[src/rtl/msdf_mult_seq.sv]
// Sequencer for the online MSB-first multiplier: latches two signed-digit operands,
// feeds them one digit per cycle with flush digits and phase strobes, and collects the product.
module msdf_mult_seq #(
    parameter int NDIG     = 8,
    parameter int P_LAT    = 3,
    parameter int V1_START = 2,
    parameter int V3_START = 4
) (
    input  logic              clk_i,
    input  logic              reset_ni,
    input  logic              start_i,
    input  logic              abort_i,
    input  logic [2*NDIG-1:0] x_par_i,
    input  logic [2*NDIG-1:0] y_par_i,
    output logic              busy_o,
    output logic              done_o,
    output logic              err_o,
    output logic [2*NDIG-1:0] p_par_o,
    output logic              m_reset_o,
    output logic [1:0]        m_xi_o,
    output logic [1:0]        m_yi_o,
    output logic              m_valid_o,
    output logic              m_valid2_o,
    output logic              m_valid3_o,
    input  logic [1:0]        m_p_i
);

    localparam int W       = 2*NDIG;
    localparam int RUN_LEN = NDIG + P_LAT;
    localparam int SW      = $clog2(RUN_LEN + 1);

    typedef enum logic [2:0] {S_IDLE, S_CLR, S_RUN, S_DONE, S_ABRT} state_t;

    state_t         state_q, state_d;
    logic [SW-1:0]  step_q, step_d;
    logic [W-1:0]   xsh_q, xsh_d, ysh_q, ysh_d;
    logic [W-1:0]   cap_q, cap_d, p_par_q, p_par_d;
    logic           busy_q, busy_d, done_q, done_d, err_q, err_d, mrst_q, mrst_d;
    logic [1:0]     mxi_q, mxi_d, myi_q, myi_d;
    logic           v1_q, v1_d, v2_q, v2_d, v3_q, v3_d;
    logic           illegal;

    always_comb begin
        illegal = 1'b0;
        for (int i = 0; i < NDIG; i++)
            if ((&x_par_i[2*i +: 2]) || (&y_par_i[2*i +: 2])) illegal = 1'b1;

        state_d = state_q;
        step_d  = step_q;
        xsh_d   = xsh_q;
        ysh_d   = ysh_q;
        cap_d   = cap_q;
        p_par_d = p_par_q;
        err_d   = 1'b0;
        busy_d  = 1'b0;
        done_d  = 1'b0;
        mrst_d  = 1'b0;
        mxi_d   = 2'b00;
        myi_d   = 2'b00;
        v1_d    = 1'b0;
        v2_d    = 1'b0;
        v3_d    = 1'b0;

        case (state_q)
            S_IDLE: begin
                if (start_i && !abort_i) begin
                    if (illegal) begin
                        err_d = 1'b1;
                    end else begin
                        state_d = S_CLR;
                        xsh_d   = x_par_i;
                        ysh_d   = y_par_i;
                    end
                end
            end
            S_CLR: begin
                if (abort_i) state_d = S_ABRT;
                else begin
                    state_d = S_RUN;
                    step_d  = '0;
                end
            end
            S_RUN: begin
                // Digits arriving before the online delay has elapsed are not product digits.
                if (step_q >= SW'(P_LAT)) cap_d = {cap_q[W-3:0], m_p_i};
                if (abort_i) state_d = S_ABRT;
                else if (step_q == SW'(RUN_LEN-1)) begin
                    state_d = S_DONE;
                    p_par_d = cap_d;
                end else step_d = step_q + SW'(1);
            end
            S_DONE:  state_d = S_IDLE;
            S_ABRT:  state_d = S_IDLE;
            default: state_d = S_IDLE;
        endcase

        // Ports are registered, so drive them from the state being entered.
        case (state_d)
            S_CLR: begin
                busy_d = 1'b1;
                mrst_d = 1'b1;
            end
            S_ABRT: mrst_d = 1'b1;
            S_DONE: done_d = 1'b1;
            S_RUN: begin
                busy_d = 1'b1;
                v2_d   = 1'b1;
                v1_d   = (step_d >= SW'(V1_START));
                v3_d   = (step_d >= SW'(V3_START));
                // Zeros shift in behind the operand, giving the flush digits for free.
                mxi_d  = xsh_q[W-1 -: 2];
                myi_d  = ysh_q[W-1 -: 2];
                xsh_d  = xsh_q << 2;
                ysh_d  = ysh_q << 2;
            end
            default: ;
        endcase
    end

    always_ff @(posedge clk_i or negedge reset_ni) begin
        if (!reset_ni) begin
            state_q <= S_IDLE;
            step_q  <= '0;
            xsh_q   <= '0;
            ysh_q   <= '0;
            cap_q   <= '0;
            p_par_q <= '0;
            busy_q  <= 1'b0;
            done_q  <= 1'b0;
            err_q   <= 1'b0;
            mrst_q  <= 1'b1;
            mxi_q   <= 2'b00;
            myi_q   <= 2'b00;
            v1_q    <= 1'b0;
            v2_q    <= 1'b0;
            v3_q    <= 1'b0;
        end else begin
            state_q <= state_d;
            step_q  <= step_d;
            xsh_q   <= xsh_d;
            ysh_q   <= ysh_d;
            cap_q   <= cap_d;
            p_par_q <= p_par_d;
            busy_q  <= busy_d;
            done_q  <= done_d;
            err_q   <= err_d;
            mrst_q  <= mrst_d;
            mxi_q   <= mxi_d;
            myi_q   <= myi_d;
            v1_q    <= v1_d;
            v2_q    <= v2_d;
            v3_q    <= v3_d;
        end
    end

    assign busy_o     = busy_q;
    assign done_o     = done_q;
    assign err_o      = err_q;
    assign p_par_o    = p_par_q;
    assign m_reset_o  = mrst_q;
    assign m_xi_o     = mxi_q;
    assign m_yi_o     = myi_q;
    assign m_valid_o  = v1_q;
    assign m_valid2_o = v2_q;
    assign m_valid3_o = v3_q;

endmodule

[config.mk]
export PLATFORM = sky130hd
export DESIGN_NAME = msdf_mult_seq
export DESIGN_NICKNAME = d
export VERILOG_FILES = /design/src/rtl/msdf_mult_seq.sv
export SDC_FILE = /design/constraint.sdc
export NUM_CORES = 1
export LEC_CHECK = 0
export CAP_MARGIN = 20
export CORE_ASPECT_RATIO = 2
export CORE_UTILIZATION = 51
export DETAILED_ROUTE_END_ITERATION = 8
export PLACE_DENSITY = 0.87
export SLEW_MARGIN = 25
export SYNTH_ARGS = -nofsm -noshare
export SYNTH_HDL_FRONTEND = slang
export SYNTH_SLANG_ARGS = --single-unit
[constraint.sdc]
create_clock -name clk_i -period 2.9 [get_ports clk_i]
set_input_delay 0.435 -clock clk_i [delete_from_list [all_inputs] [get_ports clk_i]]
set_output_delay 0.435 -clock clk_i [all_outputs]
set_load 0.03 [all_outputs]
Word-level counts from Yosys, hierarchy flattened
Cells that the tools add are included.
{"block": "classes", "add_sub_neg": 1, "multipliers": 0, "div_mod_pow": 0, "order_cmp": 3, "n_eq_ne": 8, "n_shift": 0, "n_mux": 38, "bitwise": 1, "reduce_logical": 33}
{"op": "16-bit 2-to-1 mux", "count": 9}
{"op": "2-bit AND reduction", "count": 16}
{"op": "1-bit 2-to-1 mux", "count": 17}
{"op": "3-bit 2-to-1 mux", "count": 5}
{"op": "4-bit 2-to-1 mux", "count": 3}
{"op": "3-bit by 2-bit == test with 1-bit output, second input constant", "count": 3}
{"op": "3-bit case mux with 3 select lines", "count": 1}
{"op": "4-bit by 2-bit greater-or-equal comparator with 1-bit output, second input constant", "count": 2}
{"op": "1-bit logical OR", "count": 8}
{"op": "4-bit case mux with 2 select lines", "count": 1}
{"op": "3-bit by 1-bit == test with 1-bit output, second input constant", "count": 2}
{"op": "3-bit AND reduction", "count": 2}
{"op": "4-bit by 1-bit adder with 4-bit output, second input constant", "count": 1}
{"op": "4-bit == test, second input constant", "count": 1}
{"op": "4-bit by 3-bit greater-or-equal comparator with 1-bit output, second input constant", "count": 1}
{"op": "2-bit 2-to-1 mux", "count": 2}
{"op": "2-bit nonzero test", "count": 2}
{"op": "2-bit OR reduction", "count": 2}
{"op": "3-bit == test, second input constant", "count": 1}
{"op": "3-bit zero test", "count": 1}
{"op": "2-bit by 1-bit inequality test with 1-bit output, second input constant", "count": 1}
{"op": "1-bit logical AND", "count": 1}
{"op": "1-bit zero test", "count": 1}
{"op": "1-bit inverter", "count": 1}
{"block": "word_totals", "ff_bits": 82, "latch_bits": 0, "ram_bits": 0, "mem_bits_ro": 0, "input_bits": 38, "output_inout_bits": 27, "n_memories": 0}

Longest topological paths before layout
Gate-level depths: netlist of run 1.
{"block": "depth", "ltp_word": 16, "depth_mapped": 9}

Worst setup path after synthesis of run 1
Ideal clock, no wire load.
{"block": "synth_timing", "path_type": "register -> register", "from": "reg step_q[0]", "to": "reg cap_q[10]", "setup_ns": 0.125, "arrival_ns": 1.915, "required_ns": 2.775, "path_slack_ns": 0.860, "stages_incl_launch_ff": 6, "n_path_buf": 1, "synth_period_minus_slack_ns": 2.040, "cell_sequence": "dfrtp_1 > ha_1 > nor3_2 > nand3b_1 > buf_4 > mux2_2"}
{"block": "synth_via", "elab_chain_len": 2}
{"element": "start: declaration", "line": "35", "text": "logic [SW-1:0] step_q, step_d;"}
{"element": "start signal: assignment", "line": "139", "text": "step_q <= step_d;"}
{"element": "4-bit by 2-bit greater-or-equal comparator with 1-bit output", "line": "85", "text": "if (step_q >= SW'(P_LAT)) cap_d = {cap_q[W-3:0], m_p_i};"}
{"element": "16-bit 2-to-1 mux", "line": "85"}
{"element": "end signal: assignment", "line": "142", "text": "cap_q <= cap_d;"}
{"element": "end: declaration", "line": "37", "text": "logic [W-1:0] cap_q, cap_d, p_par_q, p_par_d;"}
Every way passes these cells.
A chain may end at the register's enable or synchronous reset.

Final worst setup path of run 1
{"block": "layout_timing", "from": "in abort_i", "to": "reg ysh_q[6]"}
{"block": "layout_via", "elab_chain_len": 7, "word_cells_on_any_way": 12}
{"element": "start: declaration", "line": "12", "text": "input logic abort_i,"}
{"element": "1-bit zero test", "line": "66", "text": "if (start_i && !abort_i) begin"}
{"element": "1-bit logical AND", "line": "66"}
{"element": "3-bit 2-to-1 mux", "line": "66"}
{"element": "3-bit case mux with 3 select lines *", "line": "64", "text": "case (state_q)"}
{"element": "via state_d[1]", "line": "34", "text": "state_t state_q, state_d;"}
{"element": "3-bit by 2-bit == test with 1-bit output *", "line": "98", "text": "case (state_d)"}
{"element": "2-bit by 1-bit inequality test with 1-bit output (no source line) / 2-bit nonzero test (equally long branches)"}
{"element": "3-bit AND reduction (no source line)"}
{"element": "end signal: assignment", "line": "141", "text": "ysh_q <= ysh_d;"}
{"element": "end: declaration", "line": "36", "text": "logic [W-1:0] xsh_q, xsh_d, ysh_q, ysh_d;"}
Mark *: on every way through the listed nets, which the timed path passes. The rest lies on a longest branch.

==> metrics.txt, run 1 <==
# TYPE chip_impl_metric gauge
chip_impl_metric{name="cts_post_setup_buffers_inserted",unit=""} 0
chip_impl_metric{name="synth_seq_cells",unit=""} 82
chip_impl_metric{name="grt_remaining_overflow",unit=""} 0
chip_impl_metric{name="drt-wirelength-per-cell",unit="um"} 16.82
chip_impl_info{name="cts-root-buf",value="clkbuf_16"} 1
chip_impl_metric{name="first_iter_violations",unit=""} 101
chip_impl_info{name="worst_hold_path_type",value="in2async"} 1
chip_impl_metric{name="placementRows",unit=""} 44
chip_impl_metric{name="setup_violations",unit=""} 0
chip_impl_info{name="synth_ff_type",value="dfrtp_1"} 1
chip_impl_metric{name="cts.hold.buffers_added",unit=""} 0
chip_impl_metric{name="synth_fa_ha_area_frac",unit=""} 0.006400
chip_impl_metric{name="height_of_the_die",unit="um"} 125.8
chip_impl_metric{name="setup_ws",unit="ps"} 578.4
chip_impl_info{name="timing.critical_path.from_type",value="primary input"} 1
chip_impl_metric{name="slew_headroom",unit=""} 0.4794
chip_impl_metric{name="pwr-share-clk",unit=""} 0.418
chip_impl_metric{name="synthXorXnorAreaFrac",unit=""} 0.002240
chip_impl_metric{name="globalRouteTotalUtil",unit=""} 0.2156
chip_impl_metric{name="detailedRoute.firstPassIterationCount",unit=""} 6
chip_impl_metric{name="worst-path-max-fanout",unit=""} 25
chip_impl_metric{name="initial_utilization",unit=""} 0.5340
chip_impl_info{name="criticalPathCategory",value="in2reg"} 1
chip_impl_metric{name="placement.setup.worst_slack",unit="ps"} 232.0
chip_impl_info{name="clock_tree_from_tritoncts",value="yes"} 1
chip_impl_metric{name="synth_simple_gate_area_frac",unit=""} 0.07488
chip_impl_metric{name="area_delta_synth_final",unit="%"} 25.34
chip_impl_metric{name="path_clk_slew",unit="ps"} 60
chip_impl_metric{name="internal_power",unit="mW"} 2.063
chip_impl_metric{name="fillerInstances",unit=""} 549
chip_impl_info{name="dominant_combinational_cell_family_by_area_after_synthesis",value="multiplexers"} 1
chip_impl_metric{name="drv_slew",unit=""} 0
chip_impl_metric{name="crit_required",unit="ps"} 3110
chip_impl_metric{name="post-route-period-util",unit=""} 0.8006
chip_impl_metric{name="asr_flop_ratio_synth",unit=""} 1.000
chip_impl_info{name="timing.critical_path.max_delay_family",value="buffers and inverters"} 1
chip_impl_metric{name="worst_ir_drop_vdd",unit="V"} 0.0003539
chip_impl_metric{name="routed-via-count",unit=""} 2473
chip_impl_metric{name="worst_skew_pair.late_latency",unit="ps"} 330
chip_impl_metric{name="cts_buffers",unit=""} 9
chip_impl_metric{name="totalPowerFinal",unit="mW"} 2.645
chip_impl_metric{name="dpl.hpwl",unit="um"} 5328
chip_impl_metric{name="io-pin-count",unit=""} 65
chip_impl_metric{name="drc",unit=""} 0
chip_impl_metric{name="antenna_left",unit=""} 0
chip_impl_metric{name="io_buffer_count",unit=""} 64
chip_impl_metric{name="synth_net_count",unit=""} 330
chip_impl_metric{name="die-area",unit="um^2"} 8042
chip_impl_info{name="synth_top_cells_by_area",value="dfrtp_1, mux2_4, mux2_2"} 1
chip_impl_metric{name="insertedDiodeCount",unit=""} 0
chip_impl_metric{name="share_seq_of_total_power",unit=""} 0.475
chip_impl_metric{name="synthesis.instances",unit=""} 290
chip_impl_metric{name="avgSynthCellArea",unit="um^2"} 13.48
chip_impl_info{name="rsz0062_at_grt",value="no"} 1
chip_impl_metric{name="synth_compound_gate_area_share",unit=""} 0.05408
chip_impl_metric{name="grt_pass1_wl",unit="um"} 12970
chip_impl_metric{name="gp_routability_congestion",unit=""} 0.7947
chip_impl_metric{name="static_leakage",unit="nW"} 2.318
chip_impl_metric{name="post_synthesis_cell_type_count",unit=""} 36
chip_impl_metric{name="worst_slew_pin_slew",unit="ps"} 778.6
chip_impl_metric{name="crit_path_max_incr_delay",unit="ps"} 630
chip_impl_metric{name="final.setup.tns",unit="ps"} 0
chip_impl_metric{name="hold_viol_final",unit=""} 0
chip_impl_info{name="critical-path-slowest-cell",value="clkdlybuf4s50_1"} 1
chip_impl_metric{name="synth_largest_type_area_fraction",unit=""} 0.5184
chip_impl_metric{name="number_of_synthesized_flops_with_an_enable_pin",unit=""} 0
chip_impl_info{name="worstPathCellList",value="clkdlybuf4s50_1 > nor3_4 > nand2_4 > inv_4 > mux2_2 > mux2_2"} 1
chip_impl_metric{name="cts.path.max_buffers",unit=""} 2
chip_impl_info{name="most_common_cell_on_crit_path",value="mux2_2"} 1
chip_impl_metric{name="crit_buf_inv",unit=""} 2
chip_impl_metric{name="final_layout_size_suffix_gt1_frac",unit=""} 0.2829
chip_impl_metric{name="clock_skew",unit="ps"} 5.886
chip_impl_metric{name="yosys_warnings",unit=""} 0
chip_impl_metric{name="netSwitchingFraction",unit=""} 0.2201
chip_impl_metric{name="fp.coreArea",unit="um^2"} 7322
chip_impl_info{name="synth_top_cell_by_area",value="dfrtp_1"} 1
chip_impl_metric{name="largest_net_degree_at_the_start_of_global_routing",unit=""} 83
chip_impl_metric{name="achievable-frequency",unit="MHz"} 430.7
chip_impl_metric{name="htree_levels",unit=""} 3
chip_impl_metric{name="multi_input_area",unit="um^2"} 1714
chip_impl_metric{name="clkSinkCount",unit=""} 82
chip_impl_metric{name="number_of_global_route_vias_before_repair",unit=""} 2649
chip_impl_metric{name="arrival",unit="ps"} 2530
chip_impl_metric{name="antenna_violations_before_repair",unit=""} 0
chip_impl_metric{name="post_synth_mux_area_share",unit=""} 0.3002
chip_impl_metric{name="maxCapViolCount",unit=""} 0
chip_impl_metric{name="postCtsResizedCells",unit=""} 0
chip_impl_metric{name="switchingPower",unit="mW"} 0.5822
chip_impl_metric{name="drt-vias-per-instance",unit=""} 5.508
chip_impl_metric{name="final_net_count",unit=""} 393
chip_impl_metric{name="final-seq-area",unit="um^2"} 2053
chip_impl_metric{name="synth_sequential_area_ratio",unit=""} 0.5251
chip_impl_metric{name="post_synth_instance_area",unit="um^2"} 3910
chip_impl_metric{name="share_of_total_power_in_combinational_logic",unit=""} 0.107
chip_impl_info{name="worst_setup_path_end_kind",value="register"} 1
chip_impl_metric{name="totalWireLength",unit="um"} 7550
chip_impl_metric{name="die_x",unit="um"} 63.92
chip_impl_info{name="outcome",value="finished clean"} 1
chip_impl_metric{name="power_density",unit="nW/um^2"} 539.6
chip_impl_metric{name="finalCriticalPeriod",unit="ps"} 2322
[area by class of cell]
cell class / instances / share of cell area
sequential: 82 / 0.4189
multi-input combinational: 183 / 0.3498
timing repair buffer: 69 / 0.1412
clock buffer: 10 / 0.04876
tap: 92 / 0.02349
clock inverter: 5 / 0.01123
inverter: 8 / 0.006638
[stage by stage]
step | area (um^2) | instances | util | hold WS, ps
after floorplan | 3910 | 290 | - | 139.4
after global placement | 4603 | 434 | 0.6287 | 460.5
after detailed placement | 4603 | 434 | 0.6287 | 470.5
after CTS | 4897 | 449 | 0.6688 | 306.7
after global routing | 4901 | 449 | 0.6693 | 201.4
final | 4901 | 449 | 0.6693 | 125.9
[Yosys cell counts (5+ instances only)]
cell / number
buf_2: 6
nor2_1: 6
mux2i_1: 22
a22o_1: 5
mux2_4: 38
inv_1: 7
dfrtp_1: 81
nand2_1: 25
o21ai_0: 19
mux2_2: 34
[path summary, 6_finish.rpt]
| path | slack, ps | endpoint | cells past startpoint | startpoint |
|---|---|---|---|---|
| worst max-delay path | 580 | ysh_q[6] | 6 | abort_i |
| worst min-delay path | 130 | err_o | 1 | reset_ni |
| worst max register to register | 670 | ysh_q[6] | 6 | state_q[0] |
| worst min register to register | 470 | p_par_o[15] | 2 | p_par_o[15] |
| max in group asynchronous | 2260 | cap_q[14] | 1 | reset_ni |
| min in group clk_i | 470 | p_par_o[15] | 2 | p_par_o[15] |
[state kept, by name, summed over array words and instances, names as in the netlist, 2 cells and up]
name / flops
cap_q: 16
m_xi_o: 2
m_yi_o: 2
p_par_o: 16
state_q: 3
step_q: 4
xsh_q: 16
ysh_q: 16
[cells by family (layout without fill, tap and decap cells)]
| family | Yosys count | in the layout |
|---|---|---|
| flip-flops | 82 | 82 |
| XOR/XNOR | 1 | 1 |
| buffers and inverters | 25 | 92 |
| adder cells (fa/ha/maj) | 2 | 2 |
| multiplexers | 94 | 94 |
| AND/OR/NAND/NOR | 53 | 53 |
| AO/OA/AOI/OAI | 33 | 33 |
[per-layer routing]
layer / global-route usage / wire length (um) / share of wire / vias to the layer above
met2: 0.3955 / 4427 / 0.59 / 63
met3: 0.04982 / 230 / 0.030 / 8
met4: 0.08957 / 112 / 0.015 / 0
met1: 0.2292 / 2780 / 0.37 / 1246
met5: 0 / 0 / 0 / -
li1: - / - / - / 1156
[cells in the final DEF, fill, tap and decap left out, types with 2 or more instances in the layout]
master	synthesis	final
a21oi_1	2	2
clkbuf_16	0	9
mux2_2	34	34
o21ai_0	19	19
a22o_1	5	5
dfrtp_1	81	81
and3_1	4	4
mux2i_1	22	22
ha_1	2	2
nor2_1	6	6
clkdlybuf4s50_1	0	63
nand2_1	25	25
nand2b_2	1	2
nor3_1	4	4
clkinv_2	0	2
buf_4	3	4
clkinvlp_4	0	2
a221oi_1	4	4
mux2_4	38	38
inv_1	7	7
nand3b_1	2	2
[power by group through the flow]
stage          clock [mW]  sequential [mW]  combinational, mW
6_report             1.11             1.26              0.283
5_1_grt              1.19             1.27              0.308
4_1_cts              1.13             1.26              0.287
3_5_place_dp            0             1.27              0.282
3_3_place_gp            0             1.27              0.270
2_1_floorplan           0             1.27              0.158
Note: power is estimated with default switching activity, not from simulation.
==> run 2: changes to the inputs <==
CORE_UTILIZATION = 48   (was 51)
PLACE_DENSITY = 0.86   (was 0.87)
clock period = 1.98 ns   (was 2.9 ns; I/O delays follow)
==> run 2 against run 1 <==
Count of clock-buffer cells in the layout rose by 5. Utilization is 0.23 points higher. Non-clock buffer count grew 34. Clock skew is 2.1 ps higher. Total power up 53%. Via count is 6.3% higher. Setup slack worse by 570 ps. Final cell count rose by 8.9%. Clock power rose by 56%. Worst hold slack gained 310 ps. Sequential share of layout area down 3.1 points. Combinational power is 69% higher.
==> metrics.txt, run 2 (synthesis gave the netlist of run 1 again) <==
# TYPE chip_impl_metric gauge
chip_impl_metric{name="setup_violations",unit=""} 0
chip_impl_info{name="most_common_cell_on_crit_path",value="mux2_2"} 1
chip_impl_info{name="criticalPathCategory",value="reg2reg"} 1
chip_impl_info{name="outcome",value="finished clean"} 1
chip_impl_metric{name="post-route-period-util",unit=""} 0.9971
chip_impl_metric{name="final_net_count",unit=""} 428
chip_impl_metric{name="first_iter_violations",unit=""} 162
chip_impl_info{name="worst_hold_path_type",value="in2reg"} 1
chip_impl_metric{name="routed-via-count",unit=""} 2628
chip_impl_metric{name="number_of_global_route_vias_before_repair",unit=""} 2709
chip_impl_metric{name="gr-usage-met2",unit=""} 0.3812
chip_impl_metric{name="antenna_violations_before_repair",unit=""} 0
chip_impl_metric{name="finalCoreUtilization",unit=""} 0.6717
chip_impl_metric{name="worst_ir_drop_vdd",unit="V"} 0.0004722
chip_impl_info{name="timing.critical_path.from_type",value="register"} 1
chip_impl_metric{name="gp_routability_congestion",unit=""} 0.8295
chip_impl_metric{name="io_buffer_count",unit=""} 64
chip_impl_info{name="worstPathCellList",value="inv_2 > ha_2 > nand3b_1 > nand2b_4 > nand2_8 > buf_8 > mux2_2 > mux2_2"} 1
chip_impl_info{name="critical-path-slowest-cell",value="dfrtp_1"} 1
chip_impl_metric{name="worst_slew_pin_slew",unit="ps"} 402.8
chip_impl_info{name="cts-root-buf",value="clkbuf_16"} 1
chip_impl_metric{name="arrival",unit="ps"} 2190
chip_impl_metric{name="path_clk_slew",unit="ps"} 60
chip_impl_metric{name="layoutNonFillerInstCount",unit=""} 489
chip_impl_metric{name="antenna_left",unit=""} 0
chip_impl_metric{name="final-seq-area",unit="um^2"} 2056
chip_impl_metric{name="dpl.hpwl",unit="um"} 5817
chip_impl_metric{name="dpl_cell_area",unit="um^2"} 4855
chip_impl_metric{name="r2r_slack",unit="ps"} 6
chip_impl_metric{name="fillerInstances",unit=""} 549
chip_impl_metric{name="fp.coreArea",unit="um^2"} 7885
chip_impl_metric{name="drt-wirelength-per-cell",unit="um"} 16.90
chip_impl_info{name="min-delay-start",value="abort_i"} 1
chip_impl_metric{name="worst-path-max-fanout",unit=""} 8
chip_impl_metric{name="area_delta_synth_final",unit="%"} 35.46
chip_impl_metric{name="cts.path.max_buffers",unit=""} 2
chip_impl_metric{name="htree_levels",unit=""} 3
chip_impl_metric{name="placement.setup.worst_slack",unit="ps"} -347.5
chip_impl_metric{name="totalWireLength",unit="um"} 8266
chip_impl_info{name="worst_setup_path_end_kind",value="register"} 1
chip_impl_info{name="globalRoute.busiestLayer",value="met2"} 1
chip_impl_metric{name="clock_skew",unit="ps"} 8.002
chip_impl_metric{name="finalCriticalPeriod",unit="ps"} 1974
chip_impl_metric{name="worst_skew_pair.late_latency",unit="ps"} 330
chip_impl_info{name="worstHoldEndpoint",value="state_q[2]"} 1
chip_impl_metric{name="die_x",unit="um"} 65.82
chip_impl_info{name="clock_tree_from_tritoncts",value="yes"} 1
chip_impl_metric{name="achievable-frequency",unit="MHz"} 506.5
chip_impl_metric{name="static_leakage",unit="nW"} 2.544
chip_impl_metric{name="globalRouteTotalUtil",unit=""} 0.2092
chip_impl_metric{name="groute.layer.met1.usage",unit=""} 0.2220
chip_impl_metric{name="maxCapViolCount",unit=""} 0
chip_impl_metric{name="clkSinkCount",unit=""} 82
chip_impl_metric{name="drc",unit=""} 0
chip_impl_metric{name="crit_path_max_incr_delay",unit="ps"} 390
chip_impl_metric{name="height_of_the_die",unit="um"} 129.6
chip_impl_info{name="layout_common_cells",value="dfrtp_1, clkdlybuf4s50_1, mux2_4, mux2_2, buf_4"} 1
chip_impl_metric{name="detailedRoute.firstPassIterationCount",unit=""} 4
chip_impl_metric{name="die-area",unit="um^2"} 8533
chip_impl_metric{name="cts_buffers",unit=""} 9
chip_impl_metric{name="placementRows",unit=""} 46
chip_impl_metric{name="hold_viol_final",unit=""} 0
chip_impl_info{name="critical_path.reg2reg.startpoint",value="step_q[0]"} 1
chip_impl_metric{name="drt-vias-per-instance",unit=""} 5.374
chip_impl_info{name="rr_endpoint",value="ysh_q[13]"} 1
chip_impl_metric{name="ff2ff_path_depth",unit=""} 8
chip_impl_metric{name="largest_net_degree_at_the_start_of_global_routing",unit=""} 39
chip_impl_metric{name="grt_remaining_overflow",unit=""} 0
chip_impl_metric{name="crit_required",unit="ps"} 2190
chip_impl_metric{name="grt_pass1_wl",unit="um"} 13060
chip_impl_metric{name="initial_utilization",unit=""} 0.4959
chip_impl_metric{name="drv_slew",unit=""} 0
chip_impl_metric{name="timing.hold.worst_path_depth",unit=""} 2
chip_impl_metric{name="insertedDiodeCount",unit=""} 0
chip_impl_metric{name="met3_usage",unit=""} 0.04313
chip_impl_metric{name="multi_input_area",unit="um^2"} 1750
chip_impl_metric{name="setup_ws",unit="ps"} 5.789
chip_impl_metric{name="dp_cells",unit=""} 465
chip_impl_metric{name="final_layout_size_suffix_gt1_frac",unit=""} 0.3562
chip_impl_metric{name="final_cell_area",unit="um^2"} 5296
chip_impl_info{name="final_common_cell",value="dfrtp_1"} 1
chip_impl_metric{name="power_density",unit="nW/um^2"} 763.3
chip_impl_metric{name="io-pin-count",unit=""} 65
chip_impl_metric{name="slew_headroom",unit=""} 0.7315
[run 2: changes by cell type in the layout (fill, tap and decap cells not counted), moves of 2 or more]
cell / before / now
dfrtp_2: 0 / 2
clkbuf_1: 0 / 2
clkbuf_8: 1 / 4
buf_12: 1 / 4
clkinvlp_4: 2 / 0
buf_4: 4 / 34
dfrtp_1: 81 / 79
clkinv_2: 2 / 0
clkinv_8: 0 / 2
[run 2: layout make-up]
cell class	count	area share
clock buffer	15	0.05433
tap	96	0.02268
inverter	8	0.008032
multi-input combinational	183	0.3305
clock inverter	1	0.005670
timing repair inverter	1	0.003071
sequential	82	0.3881
timing repair buffer	103	0.1876
[run 2: per-layer routing]
layer	share of wire	routed length, um
met4	0.028	234
met3	0.031	257
met5	0	0
met2	0.57	4710
met1	0.37	3063
[run 2: worst max-delay path: cells and delay by family, from the launching register on]
| family | cells | cell delay [ps] |
|---|---|---|
| adder cells (fa/ha/maj) | 1 | 190 |
| buffers and inverters | 2 | 200 |
| flip-flops | 1 | 390 |
| multiplexers | 2 | 610 |
| AND/OR/NAND/NOR | 3 | 470 |
[run 2: power breakdown]
group / switching, mW / internal [mW]
registers: 0.0654 / 1.77
clock network: 0.613 / 1.12
logic: 0.181 / 0.298
[run 2: timing repair]
item	in CTS	in global routing
pin swaps	0	3
hold buffers	1	0
gates resized for setup	5	11
setup endpoints to repair	28	23
endpoints found under the hold margin	29	0
gates cloned	0	1
setup buffers	0	6
[run 2: worst max path at each step]
stage	to	depth (start not counted)	startpoint	slack, ps
after detailed placement	ysh_q[8]	7	y_par_i[5]	-350
after floorplan	cap_q[10]	5	step_q[0]	70
final	ysh_q[13]	8	step_q[0]	6
after global routing	xsh_q[14]	8	step_q[0]	-40
after CTS	xsh_q[7]	7	y_par_i[5]	3
after global placement	ysh_q[6]	6	abort_i	-240
[run 2: stage by stage]
step / total power [mW] / setup TNS [ps] / hold slack [ps]
finish: 4.042 / 0 / 438.9
global placement: 2.298 / -6733 / 244.9
floorplan: 2.090 / 0 / 1.409
detailed placement: 2.323 / -10190 / 257.3
global route: 4.193 / -127.8 / 438.5
CTS: 4.067 / 0 / 439.4
==> RTL change 1 (settings of run 1) <==
The parameter `P_LAT` goes from 3 to 6.
--- a/src/rtl/msdf_mult_seq.sv
+++ b/src/rtl/msdf_mult_seq.sv
@@ -2,7 +2,7 @@
 // feeds them one digit per cycle with flush digits and phase strobes, and collects the product.
 module msdf_mult_seq #(
     parameter int NDIG     = 8,
-    parameter int P_LAT    = 3,
+    parameter int P_LAT    = 6,
     parameter int V1_START = 2,
     parameter int V3_START = 4
 ) (
Behaviour: no difference found for any inputs over 10 cycles, from zero or initial values and one cycle with reset_ni low; that may be too few to reach the edited logic, so the function may still have changed.
==> RTL change 1 against run 1 <==
- cell count is the same
- clock skew shrank 0.0023 ns
- setup slack gained 0.068 ns
- total power grew 7.2%
- sequential cell count is the same
- synthesized cell count shrank 1.4%
- synthesized area shrank 1.9%
- via count shrank 0.69%
- global-route usage shrank 0.15 points
- hold slack gained 0.0015 ns
- combinational power shrank 22%
- cell area grew 0.46%
- routed wire length shrank 1.2%
- largest power group is now clock
==> RTL change 1: results (changes against run 1) <==
Placement Setup Slack = 0.2996 ns (+0.06758 ns)
Detailed Routing Iterations Pass 1 = 4 (-2)
status = complete, no violations
drt wl/cell = 16.62 um (-1.2%)
# fillers = 548 (-0.18%)
dpl cells = 433 (-0.23%)
share of cells above drive strength 1 = 27.45% (-0.84 points)
Synth area leaders = dfrtp_1, mux2_2, mux2_4
GPL Wtd Cong = 0.8798 (+11%)
Worst Path Max Fanout = 27 (+8.0%)
Worst Tran Pin Value = 0.7375 ns (-0.04112 ns)
VDD IR max = 0.3873 mV (+9.4%)
first-pass GRT wire length = 12680 um (-2.3%)
Crit path arrival time = 2.47 ns (-0.06 ns)
Post-DP Area = 0.004552 mm^2 (-1.1%)
Synth Net Count = 327 (-0.91%)
register area share after synthesis = 53.51% (+0.99 points)
commonest cells in the netlist = dfrtp_1, mux2_2, mux2_4
Synthesis Warnings = 0 (unchanged)
total CTS buffers = 9 (unchanged)
Initial DRC Count = 102 (+0.99%)
synth unique cells = 40 (+11%)
vias in the first global route = 2632 (-0.64%)
vias per inst = 5.470 (-0.69%)
clock skew = 0.003582 ns (-0.002304 ns)
overall routing resource usage = 21.41% (-0.15 points)
Pleak = 2.489 nW (+7.4%)
DP HPWL = 5398 um (+1.3%)
Syn Inst Count = 286 (-1.4%)
RTL change 1: changes by cell type after synthesis, moves of 2 or more:
cell      change
inv_1         +2
nor2_1        -4
mux2i_1       -2
mux2_4       -10
or3_1         +2
nor3_1        -3
o211ai_1      +2
mux2_1        +2
mux2_2        +8
o21ai_0       -2
RTL change 1: cells by family (layout without fill, tap and decap cells):
kind of cell | Yosys count | in the layout | synth area share (%)
AOI/OAI and AO/OA | 35 | 35 | 5.966
xor gates and xnor gates | 1 | 1 | 0.2283
adders and majority gates | 3 | 3 | 0.9783
buffers and inverters | 24 | 95 | 3.358
DFF | 82 | 82 | 53.51
muxes | 92 | 92 | 29.08
and+or+nand+nor | 49 | 49 | 6.880
RTL change 1: path summary, 6_finish.rpt:
| check | cells past startpoint | end | startpoint | slack [ns] |
|---|---|---|---|---|
| max reg2reg | 8 | ysh_q[8] | step_q[1] | 0.69 |
| max | 6 | ysh_q[8] | abort_i | 0.65 |
| min | 1 | xsh_q[1] | reset_ni | 0.13 |
| min in group clk_i | 2 | p_par_o[8] | p_par_o[8] | 0.48 |
| max in group asynchronous | 1 | step_q[3] | reset_ni | 2.26 |
| min reg2reg | 2 | p_par_o[8] | p_par_o[8] | 0.48 |
RTL change 1: final cells by class:
| class | instances | area [um^2] | share of cell area [%] |
|---|---|---|---|
| clock buffer | 11 | 242.7 | 4.930 |
| clock inverter | 5 | 125.1 | 2.541 |
| inverter | 10 | 40.04 | 0.8132 |
| multi-input combinational | 180 | 1655 | 33.62 |
| sequential | 82 | 2053 | 41.70 |
| tap | 92 | 115.1 | 2.338 |
| timing repair buffer | 69 | 691.9 | 14.05 |
RTL change 1: per-layer routing:
metal	share of wire (%)	GRT usage [%]
met1	36	22.20
met2	56	38.05
met3	3.0	4.487
met4	4.8	12.97
met5	0	0
RTL change 1: critical path: stages:
cell and delay, ns:
clkdlybuf4s50_1 0.56, nor3_4 0.33, nand2_2 0.12, inv_4 0.35, mux2_2 0.38, mux2_1 0.29
RTL change 1: power breakdown:
part | internal, mW | total [mW] | switching (mW)
Sequential | 1.19 | 1.23 | 0.0370
Combinational | 0.138 | 0.222 | 0.0849
Clock | 0.950 | 1.38 | 0.434
==> RTL change 2 (settings of run 1) <==
Without the edit above. Add an input register stage for `m_p_i`, without a reset; this delays it by one clock. The other inputs are not delayed to match.
--- a/src/rtl/msdf_mult_seq.sv
+++ b/src/rtl/msdf_mult_seq.sv
@@ -30,6 +30,12 @@
     localparam int SW      = $clog2(RUN_LEN + 1);
 
     typedef enum logic [2:0] {S_IDLE, S_CLR, S_RUN, S_DONE, S_ABRT} state_t;
+
+    logic [1:0] m_p_q;
+
+    always_ff @(posedge clk_i) begin
+        m_p_q <= m_p_i;
+    end
 
     state_t         state_q, state_d;
     logic [SW-1:0]  step_q, step_d;
@@ -82,7 +88,7 @@
             end
             S_RUN: begin
                 // Digits arriving before the online delay has elapsed are not product digits.
-                if (step_q >= SW'(P_LAT)) cap_d = {cap_q[W-3:0], m_p_i};
+                if (step_q >= SW'(P_LAT)) cap_d = {cap_q[W-3:0], m_p_q};
                 if (abort_i) state_d = S_ABRT;
                 else if (step_q == SW'(RUN_LEN-1)) begin
                     state_d = S_DONE;
Function: same outputs for any inputs over 10 cycles, from zero or initial values and one cycle with reset_ni low; that may be too few to reach the edited logic, so the function may still have changed.
==> RTL change 2 against run 1 <==
- global-route usage down 0.75 points
- sequential cell count up 2
- critical path type unchanged
- synthesized area up 1.0%
- setup slack got worse by 0.058 ns
- cell area up 1.6%
- total power is 5.1% higher
- highest routed layer unchanged
- routed wire length is 0.89% lower
==> RTL change 2: results (changes against run 1) <==
status = complete, no violations
commonest cells in the netlist = dfrtp_1, mux2_4, mux2_2
DP HPWL = 5318 um (-0.20%)
Gates resized, CTS repair = 0 (unchanged)
drt wl/cell = 16.52 um (-1.8%)
synth unique cells = 37 (+2.8%)
worst-skew pair later-pin latency = 0.34 ns
vias = 2488 (+0.61%)
Crit path arrival time = 2.60 ns (+0.07 ns)
share of cells above drive strength 1 = 28.13% (-0.16 points)
FF-to-FF path depth = 6 (unchanged)
Synthesis Warnings = 0 (unchanged)
HP Class = primary input to asynchronous set/reset pin
GPL Wtd Cong = 0.8612 (+8.4%)
Avg Cell Area, Syn = 13.53 um^2 (+0.33%)
CORE AREA = 0.007545 mm^2 (+3.0%)
asr flop ratio synth = 97.62% (-2.4 points)
Initial DRC Count = 98 (-3.0%)
IO buf count = 64 (unchanged)
largest net degree at the start of global routing = 83 (unchanged)
clock skew = 0.005112 ns (-0.0007745 ns)
Reg-to-Reg End = ysh_q[2]
Pleak = 2.364 nW (+2.0%)
DRT antenna net count = 0 (unchanged)
switching share of total power = 20.42% (-1.6 points)
Root Buffer = clkbuf_16
dpl cells = 437 (+0.69%)
initial antenna violation count = 0 (unchanged)
total CTS buffers = 9 (unchanged)
number of post-CTS setup repair buffers = 0 (unchanged)
vias in the first global route = 2632 (-0.64%)
H-tree depth = 3 (unchanged)
Worst Path Max Fanout = 34 (+36%)
VDD IR max = 0.4094 mV (+16%)
first-pass GRT wire length = 12490 um (-3.7%)
register area share after synthesis = 52.99% (+0.48 points)
worst relative slew slack = 48.18% (+0.24 points)
Synth area leaders = dfrtp_1, mux2_4, mux2_2
maximum buffer depth of the clock tree = 2 (unchanged)
ANT cells = 0 (unchanged)
clk slew on worst S/H paths = 0.06 ns (about the same)
Post-DP Area = 0.004638 mm^2 (+0.76%)
final-stage net count = 394 (+0.25%)
vias per inst = 5.492 (-0.28%)
r2r startpoint = state_q[0]
FF-to-FF setup slack = 0.64 ns (-0.03 ns)
Synth Net Count = 332 (+0.61%)
overall routing resource usage = 20.80% (-0.75 points)
Detailed Routing Iterations Pass 1 = 4 (-2)
-- RTL change 2: logic make-up (layout without fill, tap and decap cells) --
logic type	after synthesis	in the layout	synth area share (%)
AO/OA/AOI/OAI	33	33	5.353
XOR/XNOR	1	1	0.2218
adder cells (fa/ha/maj)	2	2	0.6334
buffers and inverters	25	92	3.674
flip-flops	84	84	52.99
multiplexers	94	94	29.71
AND/OR/NAND/NOR	53	53	7.412
-- RTL change 2: through the flow --
stage               hold WS, ns  worst slack (ns)  util (%)
finish                   0.1321            0.5205     65.99
floorplan                0.1394            0.8602         -
CTS                      0.3084            0.5784     65.94
global route             0.2019            0.4652     65.99
global placement         0.4596            0.2940     61.48
detailed placement       0.4706            0.2301     61.48
-- RTL change 2: worst max-delay path: stages --
cell and delay, ns:
clkdlybuf4s50_1 0.44, a22o_1 0.26, a221oi_1 0.48, and4_1 0.33
nand2b_2 0.10, buf_12 0.19, mux2_4 0.32
-- RTL change 2: worst max-delay path by stage --
stage | from | depth (start not counted) | to
after floorplan | step_q[0] | 5 | cap_q[10]
after global placement | y_par_i[11] | 7 | xsh_q[7]
after detailed placement | abort_i | 6 | ysh_q[2]
after CTS | abort_i | 6 | ysh_q[2]
after global routing | abort_i | 6 | ysh_q[2]
final | y_par_i[11] | 7 | ysh_q[7]
-- RTL change 2: area by class of cell --
cell class / instances / area, um^2
fill: 573 / 2566
sequential: 84 / 2093
multi-input combinational: 183 / 1714
timing repair buffer: 68 / 684.4
clock buffer: 12 / 266.5
tap: 94 / 117.6
clock inverter: 4 / 70.07
inverter: 8 / 32.53
-- RTL change 2: power by group through the flow --
stage          Sequential, mW  Clock, mW  Combinational [mW]
2_1_floorplan            1.28          0               0.147
3_3_place_gp             1.29          0               0.252
3_5_place_dp             1.29          0               0.263
4_1_cts                  1.27       1.28               0.265
5_1_grt                  1.28       1.33               0.285
6_report                 1.27       1.25               0.263
-- RTL change 2: per-layer routing --
metal | GRT usage [%] | wire length, um | up-vias
met4 | 12.94 | 333 | 0
li1 | - | - | 1159
met3 | 5.036 | 267 | 19
met1 | 22.40 | 2787 | 1237
met2 | 35.86 | 4094 | 73
met5 | 0 | 0 | -
